===== config.mk =====
export PLATFORM = sky130hd
export DESIGN_NAME = multiplicador_kca_flat
export DESIGN_NICKNAME = d
export VERILOG_FILES = /design/src/rtl/multiplicador_kca_pkg.sv /design/src/rtl/multiplicador_kca_if.sv /design/src/rtl/multiplicador_kca_ctrl.sv /design/src/rtl/multiplicador_kca.sv /design/src/flat_wrapper.sv
export SDC_FILE = /design/constraint.sdc
export NUM_CORES = 1
export LEC_CHECK = 0
export BUFFER_PORTS_ARGS = -buffer_cell sky130_fd_sc_hd__buf_4
export CORE_AREA = 2 2 79 81
export DETAILED_ROUTE_END_ITERATION = 8
export DIE_AREA = 0 0 81 83
export GPL_TIMING_DRIVEN = 0
export PLACE_DENSITY = 0.68
export SLEW_MARGIN = 40
export SYNTH_ARGS = -nofsm -noshare
export SYNTH_HDL_FRONTEND = slang
export SYNTH_SLANG_ARGS = --single-unit

===== constraint.sdc =====
create_clock -name Clock -period 2.8 [get_ports Clock]
set_clock_uncertainty 0.05 [all_clocks]
set_input_delay 0 -clock Clock [delete_from_list [all_inputs] [get_ports Clock]]
set_output_delay 0 -clock Clock [all_outputs]
set_load 0.01 [all_outputs]

===== src/rtl/multiplicador_kca_pkg.sv =====
// Shared types and sizing constants for the multiplicador_kca shift-add multiplier.
// Optional signed arithmetic is selected by defining MULT_KCA_SIGNED_EN.
package multiplicador_kca_pkg;

  typedef enum logic [1:0] {
    IDLE = 2'd0,
    CALC = 2'd1,
    DONE = 2'd2
  } state_e;

  function automatic int cnt_width(input int n);
    return $clog2(n + 1);
  endfunction

  localparam int KCA_N      = 8;
  localparam int KCA_CNT_W  = cnt_width(KCA_N);
  localparam int KCA_PROD_W = 2 * KCA_N + 1;

endpackage


===== src/rtl/multiplicador_kca_if.sv =====
// Start/Ready handshake bundle between a host controller and the multiplier.
// The host drives the master side; the multiplier is the slave.
interface multiplicador_kca_if
  import multiplicador_kca_pkg::*;
#(
  parameter int N = KCA_N
);

  logic         Start;
  logic [N-1:0] Multiplicando;
  logic [N-1:0] Multiplicador;
  logic [2*N:0] Producto;
  logic         Ready;

  modport master (
    output Start,
    output Multiplicando,
    output Multiplicador,
    input  Producto,
    input  Ready
  );

  modport slave (
    input  Start,
    input  Multiplicando,
    input  Multiplicador,
    output Producto,
    output Ready
  );

endinterface


===== src/rtl/multiplicador_kca_ctrl.sv =====
// Control FSM for multiplicador_kca: IDLE/CALC/DONE sequencing, step counter and Ready.
// Datapath strobes are decoded from the registered state so they align with the step edge.
module multiplicador_kca_ctrl
  import multiplicador_kca_pkg::*;
#(
  parameter int N = KCA_N
) (
  input  logic Clock,
  input  logic Reset,
  input  logic i_start,
  output logic o_load,
  output logic o_step,
  output logic o_last,
  output logic o_ready
);

  localparam int               CNT_W    = cnt_width(N);
  localparam logic [CNT_W-1:0] LAST_CNT = CNT_W'(N - 1);

  state_e           r_state;
  logic [CNT_W-1:0] r_cnt;
  logic             r_ready;

  // Start is only honoured outside CALC, so an operation in flight is never disturbed.
  assign o_load  = i_start && (r_state != CALC);
  assign o_step  = (r_state == CALC);
  assign o_last  = o_step && (r_cnt == LAST_CNT);
  assign o_ready = r_ready;

  // NOTE: sequential state uses non-blocking (<=) so every register samples pre-edge values.
  always_ff @(posedge Clock or negedge Reset) begin
    if (!Reset) begin
      r_state <= IDLE;
      r_cnt   <= '0;
      r_ready <= 1'b0;
    end else begin
      case (r_state)
        IDLE: begin
          if (i_start) begin
            r_state <= CALC;
            r_cnt   <= '0;
          end
        end
        CALC: begin
          if (r_cnt == LAST_CNT) begin
            r_state <= DONE;
            r_cnt   <= '0;
            r_ready <= 1'b1;
          end else begin
            r_cnt <= r_cnt + 1'b1;
          end
        end
        DONE: begin
          if (i_start) begin
            r_state <= CALC;
            r_cnt   <= '0;
            r_ready <= 1'b0;
          end
        end
        default: begin
          r_state <= IDLE;
          r_cnt   <= '0;
          r_ready <= 1'b0;
        end
      endcase
    end
  end

endmodule


===== src/rtl/multiplicador_kca.sv =====
// Sequential shift-add multiplier, one partial product per clock, 2N+1-bit registered result.
// Define MULT_KCA_SIGNED_EN for two's-complement operands (last step subtracts).
module multiplicador_kca
  import multiplicador_kca_pkg::*;
#(
  parameter int N = KCA_N
) (
  input  logic                Clock,
  input  logic                Reset,
  multiplicador_kca_if.slave  bus
);

  logic [N-1:0] r_mcand;
  logic [N-1:0] r_mul;
  logic [N-1:0] r_acc_hi;
  logic [2*N:0] r_producto;

  logic         w_load;
  logic         w_step;
  logic         w_last;
  logic         w_ready;
  logic [N:0]   w_acc_ext;
  logic [N:0]   w_addend;
  logic [N:0]   w_sum;
  logic         w_ext_bit;
  logic [2*N:0] w_product;

  multiplicador_kca_ctrl #(
    .N (N)
  ) u_ctrl (
    .Clock   (Clock),
    .Reset   (Reset),
    .i_start (bus.Start),
    .o_load  (w_load),
    .o_step  (w_step),
    .o_last  (w_last),
    .o_ready (w_ready)
  );

  // NOTE: every always_comb output gets a default first, so no path can infer a latch.
  always_comb begin
    w_acc_ext = '0;
    w_addend  = '0;
    w_sum     = '0;
    w_ext_bit = 1'b0;
`ifdef MULT_KCA_SIGNED_EN
    w_acc_ext = {r_acc_hi[N-1], r_acc_hi};
    if (r_mul[0]) w_addend = {r_mcand[N-1], r_mcand};
    // The multiplier MSB carries negative weight, hence the subtraction on the final step.
    w_sum     = w_last ? (w_acc_ext - w_addend) : (w_acc_ext + w_addend);
    w_ext_bit = w_sum[N];
`else
    w_acc_ext = {1'b0, r_acc_hi};
    if (r_mul[0]) w_addend = {1'b0, r_mcand};
    w_sum     = w_acc_ext + w_addend;
    w_ext_bit = 1'b0;
`endif
  end

  // Result as it will look after the current step's right shift.
  assign w_product = {w_ext_bit, w_sum, r_mul[N-1:1]};

  // NOTE: datapath registers are plain flops, so all of them are cleared by the async reset.
  always_ff @(posedge Clock or negedge Reset) begin
    if (!Reset) begin
      r_mcand    <= '0;
      r_mul      <= '0;
      r_acc_hi   <= '0;
      r_producto <= '0;
    end else if (w_load) begin
      r_mcand  <= bus.Multiplicando;
      r_mul    <= bus.Multiplicador;
      r_acc_hi <= '0;
    end else if (w_step) begin
      r_acc_hi <= w_sum[N:1];
      r_mul    <= {w_sum[0], r_mul[N-1:1]};
      if (w_last) r_producto <= w_product;
    end
  end

  assign bus.Producto = r_producto;
  assign bus.Ready    = w_ready;

endmodule


===== src/flat_wrapper.sv =====
// flat-port wrapper written by rule: the top's interface ports become plain ports
module multiplicador_kca_flat import multiplicador_kca_pkg::*;
#(
  parameter int N = KCA_N
)
  (Clock, Reset, bus_Start, bus_Multiplicando, bus_Multiplicador, bus_Producto, bus_Ready);
  multiplicador_kca_if #(.N(N)) bus_i ();
  input  logic Clock;
  input  logic Reset;
  input wire logic [$bits(bus_i.Start)-1:0] bus_Start;
  input wire logic [$bits(bus_i.Multiplicando)-1:0] bus_Multiplicando;
  input wire logic [$bits(bus_i.Multiplicador)-1:0] bus_Multiplicador;
  output wire logic [$bits(bus_i.Producto)-1:0] bus_Producto;
  output wire logic [$bits(bus_i.Ready)-1:0] bus_Ready;
  assign bus_i.Start = bus_Start;
  assign bus_i.Multiplicando = bus_Multiplicando;
  assign bus_i.Multiplicador = bus_Multiplicador;
  assign bus_Producto = bus_i.Producto;
  assign bus_Ready = bus_i.Ready;
  multiplicador_kca #(.N(N)) u_core (.Clock(Clock), .Reset(Reset), .bus(bus_i));
endmodule

Yosys cells after proc, flatten, opt, wreduce, memory -nomap -nowiden. Index checks and enable logic that the tools add are counted. W data, S select, Z words.

Add/subtract/negate cells: 2. Multipliers: 0. Divide/modulo/power cells: 0. Magnitude comparators: 0. Equal/unequal tests: 7. Shift operators: 0. Multiplexer cells: 14. Bitwise logic cells: 2. Reduce and logical (&&, ||, !) cells: 8.

Operator list (count): $mux W8 (5); $add A8 B8 Y9 (1); $mux W4 (2); $pmux W4 S2 (1); $ne A2 B1 Y1 const B (3); $reduce_and A3 Y1 (2); $add A4 B1 Y4 const B (1); $eq A4 B3 Y1 const B (1); $mux W2 (2); $pmux W2 S2 (1); $pmux W1 S3 (1); $eq A2 B1 Y1 const B (1); $eq A2 B2 Y1 const B (1); $logic_and A1 B1 Y1 (2); $logic_not A2 Y1 (1); $mux W1 (2); $ne A2 B2 Y1 const B (1); $not A1 Y1 (2); $reduce_and A2 Y1 (1); $reduce_bool A2 Y1 (1); $reduce_or A2 Y1 (1).

Register bits after elaboration: 47. Bits in latches: 0. RAM bits: 0. Memory bits (read-only): 0. Input port bits: 19. Output and inout port bits: 18. Logic and storage cells: 40. Memories kept: 0.

Longest topological paths before layout. Gate-level depths: netlist (run 1).

Word-level depth: 4. Mapped depth: 7. Mapped depth without buffers: 7.

Hierarchy. A second synthesis (run 1) with hierarchy kept.

Cell total of the unflattened synthesis: 208. Area, all modules: 2359.8 µm².

By module, submodules not included: multiplicador_kca (instances 1, cells each 175, area each 2019.4 µm²); multiplicador_kca_ctrl (instances 1, cells each 33, area each 340.3 µm²).

Worst setup path before layout (run 1). OpenSTA, ideal clock, no wires.

Kind: reg2reg. Start point: reg u_core.r_mul[0]. End point: reg u_core.r_acc_hi[5]. Library setup time: 0.131 ns. Arrival time: 1.825 ns. Data required time: 2.619 ns. Path slack: 0.794 ns. Cell stages (with the launch flop): 8. Buffers on the path: 0. Clock period less this slack: 2.006 ns. Cells stage by stage: dfrtp_1 -> and2_1 -> ha_1 -> fa_1 -> a21o_1 -> a221oi_2 -> xnor2_1 -> o21ai_1.

Word-level cells in the longest chain between the ends: 4.

Ends and longest elaborated chain: start, declared (RTL line multiplicador_kca.sv:14) `logic [N-1:0] r_mul;`; start signal, assigned (RTL line multiplicador_kca.sv:72) `r_mul <= bus.Multiplicador;`; start signal, assigned (RTL line multiplicador_kca.sv:76) `r_mul <= {w_sum[0], r_mul[N-1:1]};`; $mux W8 (RTL line multiplicador_kca.sv:54) `if (r_mul[0]) w_addend = {1'b0, r_mcand};`; $add A8 B8 Y9 (RTL line multiplicador_kca.sv:55) `w_sum = w_acc_ext + w_addend;`; $mux W8 (RTL line multiplicador_kca.sv:74) `end else if (w_step) begin`; $mux W8 (RTL line multiplicador_kca.sv:70) `end else if (w_load) begin`; end signal, assigned (RTL line multiplicador_kca.sv:75) `r_acc_hi <= w_sum[N:1];`; end, declared (RTL line multiplicador_kca.sv:15) `logic [N-1:0] r_acc_hi;`.

No other way between the ends. The select of a mux whose other input is x is not followed. A chain may end at the register's enable or synchronous reset.

Final worst setup path (run 1). Same ends and word-level chain as after synthesis.

==> summary.md, run 1 <==
| Metric | Value |
|---|---|
| Status | complete, no violations |
| Worst hold slack | 170 ps |
| Hold Fails Final Rpt | 0 |
| Cell variety after synth | 37 |
| Diodes inserted | 0 |
| PwrDens | 954 mW/mm^2 |
| DR iter-0 viols | 126 |
| Area growth syn-to-layout | 27.6% |
| Total CTS buffers | 5 |
| Setup_tns | 0 ps |
| Routed WL per cell | 13.1 um |
| Mapped Nets | 251 |
| Fin cells | 358 |
| RSZ-0062 raised after global routing | false |
| Final Core Density | 0.497 |
| Slew headroom | 0.598 |
| Half-perimeter wire length after placement | 3230 um |
| DR vias | 1756 |
| First-pass GRT wire length | about 8200 um |
| Chip Width | a little over 80 um |
| WP data arrival | 2380 ps |
| Root buf cell | clkbuf_8 |
| Core ar. | 0.00582 sq mm |
| TritonCTS Sinks | between 40 and 50 |
| DRC viols | 0 |
| Fin nets | 311 |
| Final setup violation count | 0 |
| Max IR drop VDD | about 0.37 mV |
| Max-Cap Viols | 0 |
| Final period utilization | 0.803 |
| Share of cells above drive strength 1 | 0.226 |
| Count of pins over their slew limit | 0 |
| GRT overflow | 0 |
| Hold WC Path Type | in -> async |
| Placed inst area | 0.00262 sq mm |
| Flop2flop setup slack | 550 ps |
| Cells after synthesis | 222 |
| Dpl ws | between 500 and 600 ps |
| Port Buffer Count | 35 |
| Worst-path clk slew | 90 ps |
| Largest net degree at the start of global routing | 48 |
| WP data required | 2930 ps |
| Yosys top cell area share | 0.520 |
| Setup crit end kind | register |
| GR Util All Layers | 0.156 |
| Total die area | 0.00672 sq mm |
| Detail Route Antenna Nets | 0 |
| Startpoint Class | register |
| Reg-to-reg critical path endpoint | u_core.r_acc_hi[5] |
| Register bit count reported by yosys | 47 |
| TritonCTS clock tree | done |
| Fin area | 0.00289 sq mm |
| Synth warn | 0 |
| Io pins | 37 |
| DR vias/cell | between 4 and 5 |
| Syn avg cell area | 10.2 sq um |
| Vias in the first global route | 1721 |
| H-tree depth | 2 |
| Post-synth top area cell | dfrtp_1 |
| Number of setup buffers added after CTS | 0 |
| FMAX | 0.445 GHz |
| Drt pass-1 iters | 4 |
| Clk_lat worst skew | 300 ps |
| R2r startpoint | u_core.r_mul[0] |
| Final min period | 2250 ps |
| Synth area leaders | dfrtp_1 52%, nand2_1 9.5%, ha_1 5.0% |
| Clock buffer depth | 2 |
| WS Path Type | reg -> reg |
| Power Total | 2.76 mW |
| Cell Area, Synth | 0.00226 sq mm |
| Reg2reg path depth | 7 |
| Final GP Congestion | between 0.8 and 0.9 |
| Setup ws final | between 500 and 600 ps |
| Leakage power | approximately 1.4 nW |
| Antenna violations before repair | 0 |
| Seq/Total Area, Yosys | 0.520 |
| Worst Tran Pin Value | 603 ps |
| Critical Path Fanout Max | 9 |
| Core Rows | 28 |
| Floorplan die height | 83 um |
| Routed WL | 4710 um |
| Initial core utilization | 0.389 |
| Inst Count DP | 332 |
-- cells by family after synthesis --
logic type / after synthesis / share of synthesized area
AND/OR/NAND/NOR: 87 / 0.169
buffers and inverters: 13 / 0.0359
flip-flops: 47 / 0.520
XOR/XNOR: 4 / 0.0155
adder cells (fa/ha/maj): 10 / 0.0586
multiplexers: 17 / 0.0796
other: 1 / 0.00166
AO/OA/AOI/OAI: 43 / 0.121
-- worst max-delay path by stage --
stage,slack [ps],from,end,cells after the start
5_1_grt,430,u_core.r_mul[0],u_core.r_acc_hi[5],7
4_1_cts,540,u_core.r_mul[0],u_core.r_acc_hi[5],7
6_report,550,u_core.r_mul[0],u_core.r_acc_hi[5],7
3_5_place_dp,560,u_core.r_mul[0],u_core.r_acc_hi[5],7
2_1_floorplan,790,u_core.r_mul[0],u_core.r_acc_hi[5],7
3_3_place_gp,580,u_core.r_mul[0],u_core.r_acc_hi[5],7
-- cell type report --
type,count,area (sq um)
Fill cell,578,2930
Buffer,11,73.8
Inverter,2,7.51
Multi-Input combinational cell,162,1010
Tap cell,75,93.8
Timing Repair Buffer,53,443
Sequential cell,47,1180
Clock buffer,5,68.8
Clock inverter,3,20.0
-- Yosys cell counts, drive strengths merged --
| library cell | n |
|---|---|
| a221oi | 1 |
| nor2 | 3 |
| a21o | 3 |
| fa | 1 |
| a31oi | 1 |
| clkbuf | 2 |
| conb | 1 |
| ha | 9 |
| mux2 | 8 |
| a22o | 1 |
| nand2 | 57 |
| a21oi | 4 |
| inv | 2 |
| o21ai | 24 |
| nand2b | 1 |
| o31ai | 3 |
| xor2 | 1 |
| nand4 | 2 |
| o21a | 1 |
| a31o | 1 |
| nor2b | 1 |
| o21ba | 1 |
| nand3b | 1 |
| and3 | 2 |
| or2 | 1 |
| buf | 9 |
| nand3 | 10 |
| xnor2 | 3 |
| and2 | 8 |
| nor3 | 1 |
| mux2i | 9 |
| a211o | 3 |
| dfrtp | 47 |
-- flip-flops by register name (all words and copies together) (netlist names) --
signal                 cells
u_core.bus.Producto       16
u_core.r_acc_hi            8
u_core.r_mcand             8
u_core.r_mul               8
u_core.u_ctrl.r_cnt        4
u_core.u_ctrl.r_state      2
u_core.u_ctrl.o_ready      1
-- per-layer routing --
layer,track usage,routed length (um),vias to the layer above
li1,-,-,878
met5,0,0,-
met2,0.232,2230,38
met1,0.223,2220,832
met4,0.0555,87,0
met3,0.0326,170,8
-- where the power goes --
group	switching (mW)	total (mW)	internal, mW
combinational	0.614	1.18	0.562
sequential	0.191	1.16	0.972
clock	0.243	0.417	0.174
-- placed cells by master, fill, tap and decap left out, types with 2 or more instances in the layout --
cell,n
buf_4,36
o31ai_1,2
dlygate4sd3_1,18
o21ai_0,19
clkbuf_8,5
and2_1,8
mux2i_1,9
nor2_1,3
inv_1,2
mux2_2,8
buf_2,5
xnor2_1,3
nand2_1,57
clkbuf_1,2
and3_1,2
buf_6,3
dfrtp_1,47
a21o_1,3
a211o_1,3
nand3_1,10
a21oi_1,4
o21ai_1,5
clkinvlp_4,2
ha_1,9
nand4_1,2
-- worst max-delay path, stage by stage, from the launching register on --
cell and delay, ps:
dfrtp_1 490, and2_1 190, ha_1 210, fa_1 400
a21o_1 220, a221oi_2 280, xnor2_1 190, o21ai_1 90
-- repair_timing --
item | CTS | global route
hold buffers | 18 | 0
endpoints found under the hold margin | 64 | 0
resized for setup | 0 | 0
Note: power is estimated with default switching activity, not from simulation.
==> run 2: changes to the inputs <==
- PLACE_DENSITY: 0.68 -> 0.7
- clock period: 2.8 -> 1.9 ns (I/O delays scaled with it)
==> run 2 against run 1 <==
The flow now finishes with violations (negative setup slack). Sequential cell count is the same. Core utilization grew 4.2 points. Clock-buffer cell count stayed put. Non-clock buffer count is 11 higher. Sequential power grew 50%. Register-to-register slack got worse by 740 ps. Maximum frequency is 7.6% higher.
==> summary.md, run 2 (same netlist as run 1, synthesis figures left out) <==
| Metric | Value |
|---|---|
| Failing checks | negative setup slack |
| Initial core utilization | 0.389 (unchanged) |
| Io pins | 37 (unchanged) |
| Core Rows | 28 (unchanged) |
| Fin nets | 322 (+3.5%) |
| First-pass GRT wire length | 8700 um (+6.2%) |
| Share of cells above drive strength 1 | 0.323 (+0.0970) |
| Power Total | 4.69 mW (+70%) |
| DR vias/cell | 4.97 (+1.3%) |
| Internal power | 2.96 mW (+73%) |
| Status | finished with violations |
| Worst Tran Pin Value | 592 ps (-11.3 ps) |
| Leakage power | 1.53 nW (+5.9%) |
| Max-Cap Viols | 0 (unchanged) |
| Diodes inserted | 0 (unchanged) |
| Worst-path clk slew | 100 ps (about the same) |
| Number of fill cells in the layout | 544 (-5.9%) |
| Chip Width | 81 um (unchanged) |
| Switching Fraction | 0.369 (-0.0111) |
| Final GP Congestion | 0.807 (-3.1%) |
| CP max-delay cell | dfrtp_2 |
| GRT overflow | 0 (unchanged) |
| Comb pwr share | 0.470 (+0.043) |
| Most common cell after layout, fill and taps aside | nand2_1 |
| PwrDens | 1500 mW/mm^2 (+57%) |
| WP data arrival | 2230 ps (-150 ps) |
| Port Buffer Count | 35 (unchanged) |
| Hold Fails Final Rpt | 0 (unchanged) |
| DR vias | 1833 (+4.4%) |
| TritonCTS Sinks | 47 (unchanged) |
| WP data required | 2040 ps (-890 ps) |
| Hold WC Path Type | in -> async |
| Core ar. | 0.00582 sq mm (unchanged) |
| Total die area | 0.00672 sq mm (unchanged) |
| DRC viols | 0 (unchanged) |
| Slew headroom | 0.605 (+0.00752) |
| Setup crit end kind | register |
| DR iter-0 viols | 101 (-20%) |
| Antenna violations before repair | 0 (unchanged) |
| Max IR drop VDD | 0.595 mV (+59%) |
| Final period utilization | 1.10 (+0.297) |
| Routed WL per cell | 14.2 um (+7.8%) |
| Sequential share of power | 0.370 (-0.052) |
| FMAX | 0.479 GHz (+7.6%) |
| Largest net degree at the start of global routing | 48 (unchanged) |
| Total CTS buffers | 5 (unchanged) |
| Floorplan die height | 83 um (unchanged) |
| WS Path Type | reg -> reg |
| Detail Route Antenna Nets | 0 (unchanged) |
| Clk_lat worst skew | 310 ps (about the same) |
| Final min period | 2090 ps (-159 ps) |
| Drt pass-1 iters | 4 (unchanged) |
| Flop2flop setup slack | -190 ps (-740 ps) |
| Startpoint Class | register |
| Clock buffer depth | 2 (unchanged) |
| Final setup violation count | 10 (+10) |
| Max incr delay on CP | 450 ps (-40 ps) |
| Root buf cell | clkbuf_8 |
| Net Switching | 1.73 mW (+65%) |
| Area growth syn-to-layout | 38.5% |
| Vias in the first global route | 1844 (+7.1%) |
| RSZ-0062 raised after global routing | true |
| Count of pins over their slew limit | 0 (unchanged) |
| Setup ws final | -189 ps (-741 ps) |
| Setup_tns | -1180 ps (-1180 ps) |
| Final Core Density | 0.539 (+0.0424) |
| Critical Path Fanout Max | 4 (-5) |
| Clock share of power | 0.160 (+0.009) |
| CP Cell Sequence | and2_4, ha_4, fa_2, a21o_1, a221oi_2, xnor2_1, o21ai_1 |
| TritonCTS clock tree | done |
| Placed inst area | 0.00263 sq mm (+0.19%) |
| Commonest non-fill, non-tap cells in the layout | 57 x nand2_1, 46 x buf_4, 46 x dfrtp_1 |
| Max reg flops | 16 (unchanged) |
| Fin area | 0.00314 sq mm (+8.5%) |
| Routed WL | 5230 um (+11%) |
| Half-perimeter wire length after placement | 3170 um (-1.9%) |
| GR Util All Layers | 0.167 (+0.0110) |
| H-tree depth | 2 (unchanged) |
-- run 2: cell count changes in the layout (fill, tap and decap cells not counted), sizes merged --
cell / previous run / this run
buf: 44 / 55
clkinvlp: 2 / 0
bufinv: 0 / 1
clkinv: 1 / 2
-- run 2: power groups by stage --
stage | combinational, mW | clock, mW | sequential [mW]
2_1_floorplan | 1.14 | 0 | 1.73
3_3_place_gp | 1.67 | 0 | 1.72
3_5_place_dp | 1.72 | 0 | 1.73
4_1_cts | 2.00 | 0.764 | 1.73
5_1_grt | 2.44 | 0.809 | 1.79
6_report | 2.20 | 0.750 | 1.74
-- run 2: cell type report --
type	count	area (sq um)	area share
clock buffers	5	68.8	0.0219
repair buffers	64	529	0.169
plain buffers	11	73.8	0.0235
well taps	75	93.8	0.0299
clock inverters	3	43.8	0.0140
inverters	2	7.51	0.00239
multi-input cells	162	1140	0.364
flip-flops and latches	47	1180	0.375
-- run 2: repair_timing --
| item | in CTS | in global routing |
|---|---|---|
| setup endpoints to repair | 10 | 10 |
| buffers inserted | 6 | 5 |
| hold buffers | 18 | 0 |
| pin swaps | 10 | 10 |
| hold endpoints to repair | 65 | 0 |
| gates resized for setup | 15 | 7 |
-- run 2: through the flow --
step                hold WS (ps)  setup slack, ps  instances
floorplan                   -346            -26.3        222
finish                       189             -189        369
global route                 258             -288        369
CTS                          202             -123        364
detailed placement         -1.76             -249        332
global placement           -4.89             -224        332
-- run 2: path summary, 6_finish.rpt --
path                                         from                 endpoint  depth (start not counted)
hold / removal                              Reset   u_core.u_ctrl.r_cnt[1]                          2
hold reg to reg            u_core.bus.Producto[4]   u_core.bus.Producto[4]                          2
max in group asynchronous                   Reset          u_core.r_mul[0]                          2
setup reg to reg                  u_core.r_mul[0]  u_core.bus.Producto[13]                          7
setup / recovery                  u_core.r_mul[0]  u_core.bus.Producto[13]                          7
min in group Clock           bus_Multiplicando[6]        u_core.r_mcand[6]                          3
-- run 2: metal layers --
| metal | routed length, um | global-route usage | vias to the layer above | share of wire |
|---|---|---|---|---|
| li1 | - | - | 900 | - |
| met1 | 2250 | 0.223 | 879 | 0.43 |
| met2 | 2660 | 0.262 | 45 | 0.51 |
| met3 | 226 | 0.0380 | 9 | 0.043 |
| met4 | 94 | 0.0601 | 0 | 0.018 |
| met5 | 0 | 0 | - | 0 |
-- run 2: critical path: cells and delay by family, from the launching register on --
kind                       cells  cell delay, ps
AOI/OAI and AO/OA              3             620
DFF                            1             450
xor gates and xnor gates       1             200
adders and majority gates      2             500
and+or+nand+nor                1             160
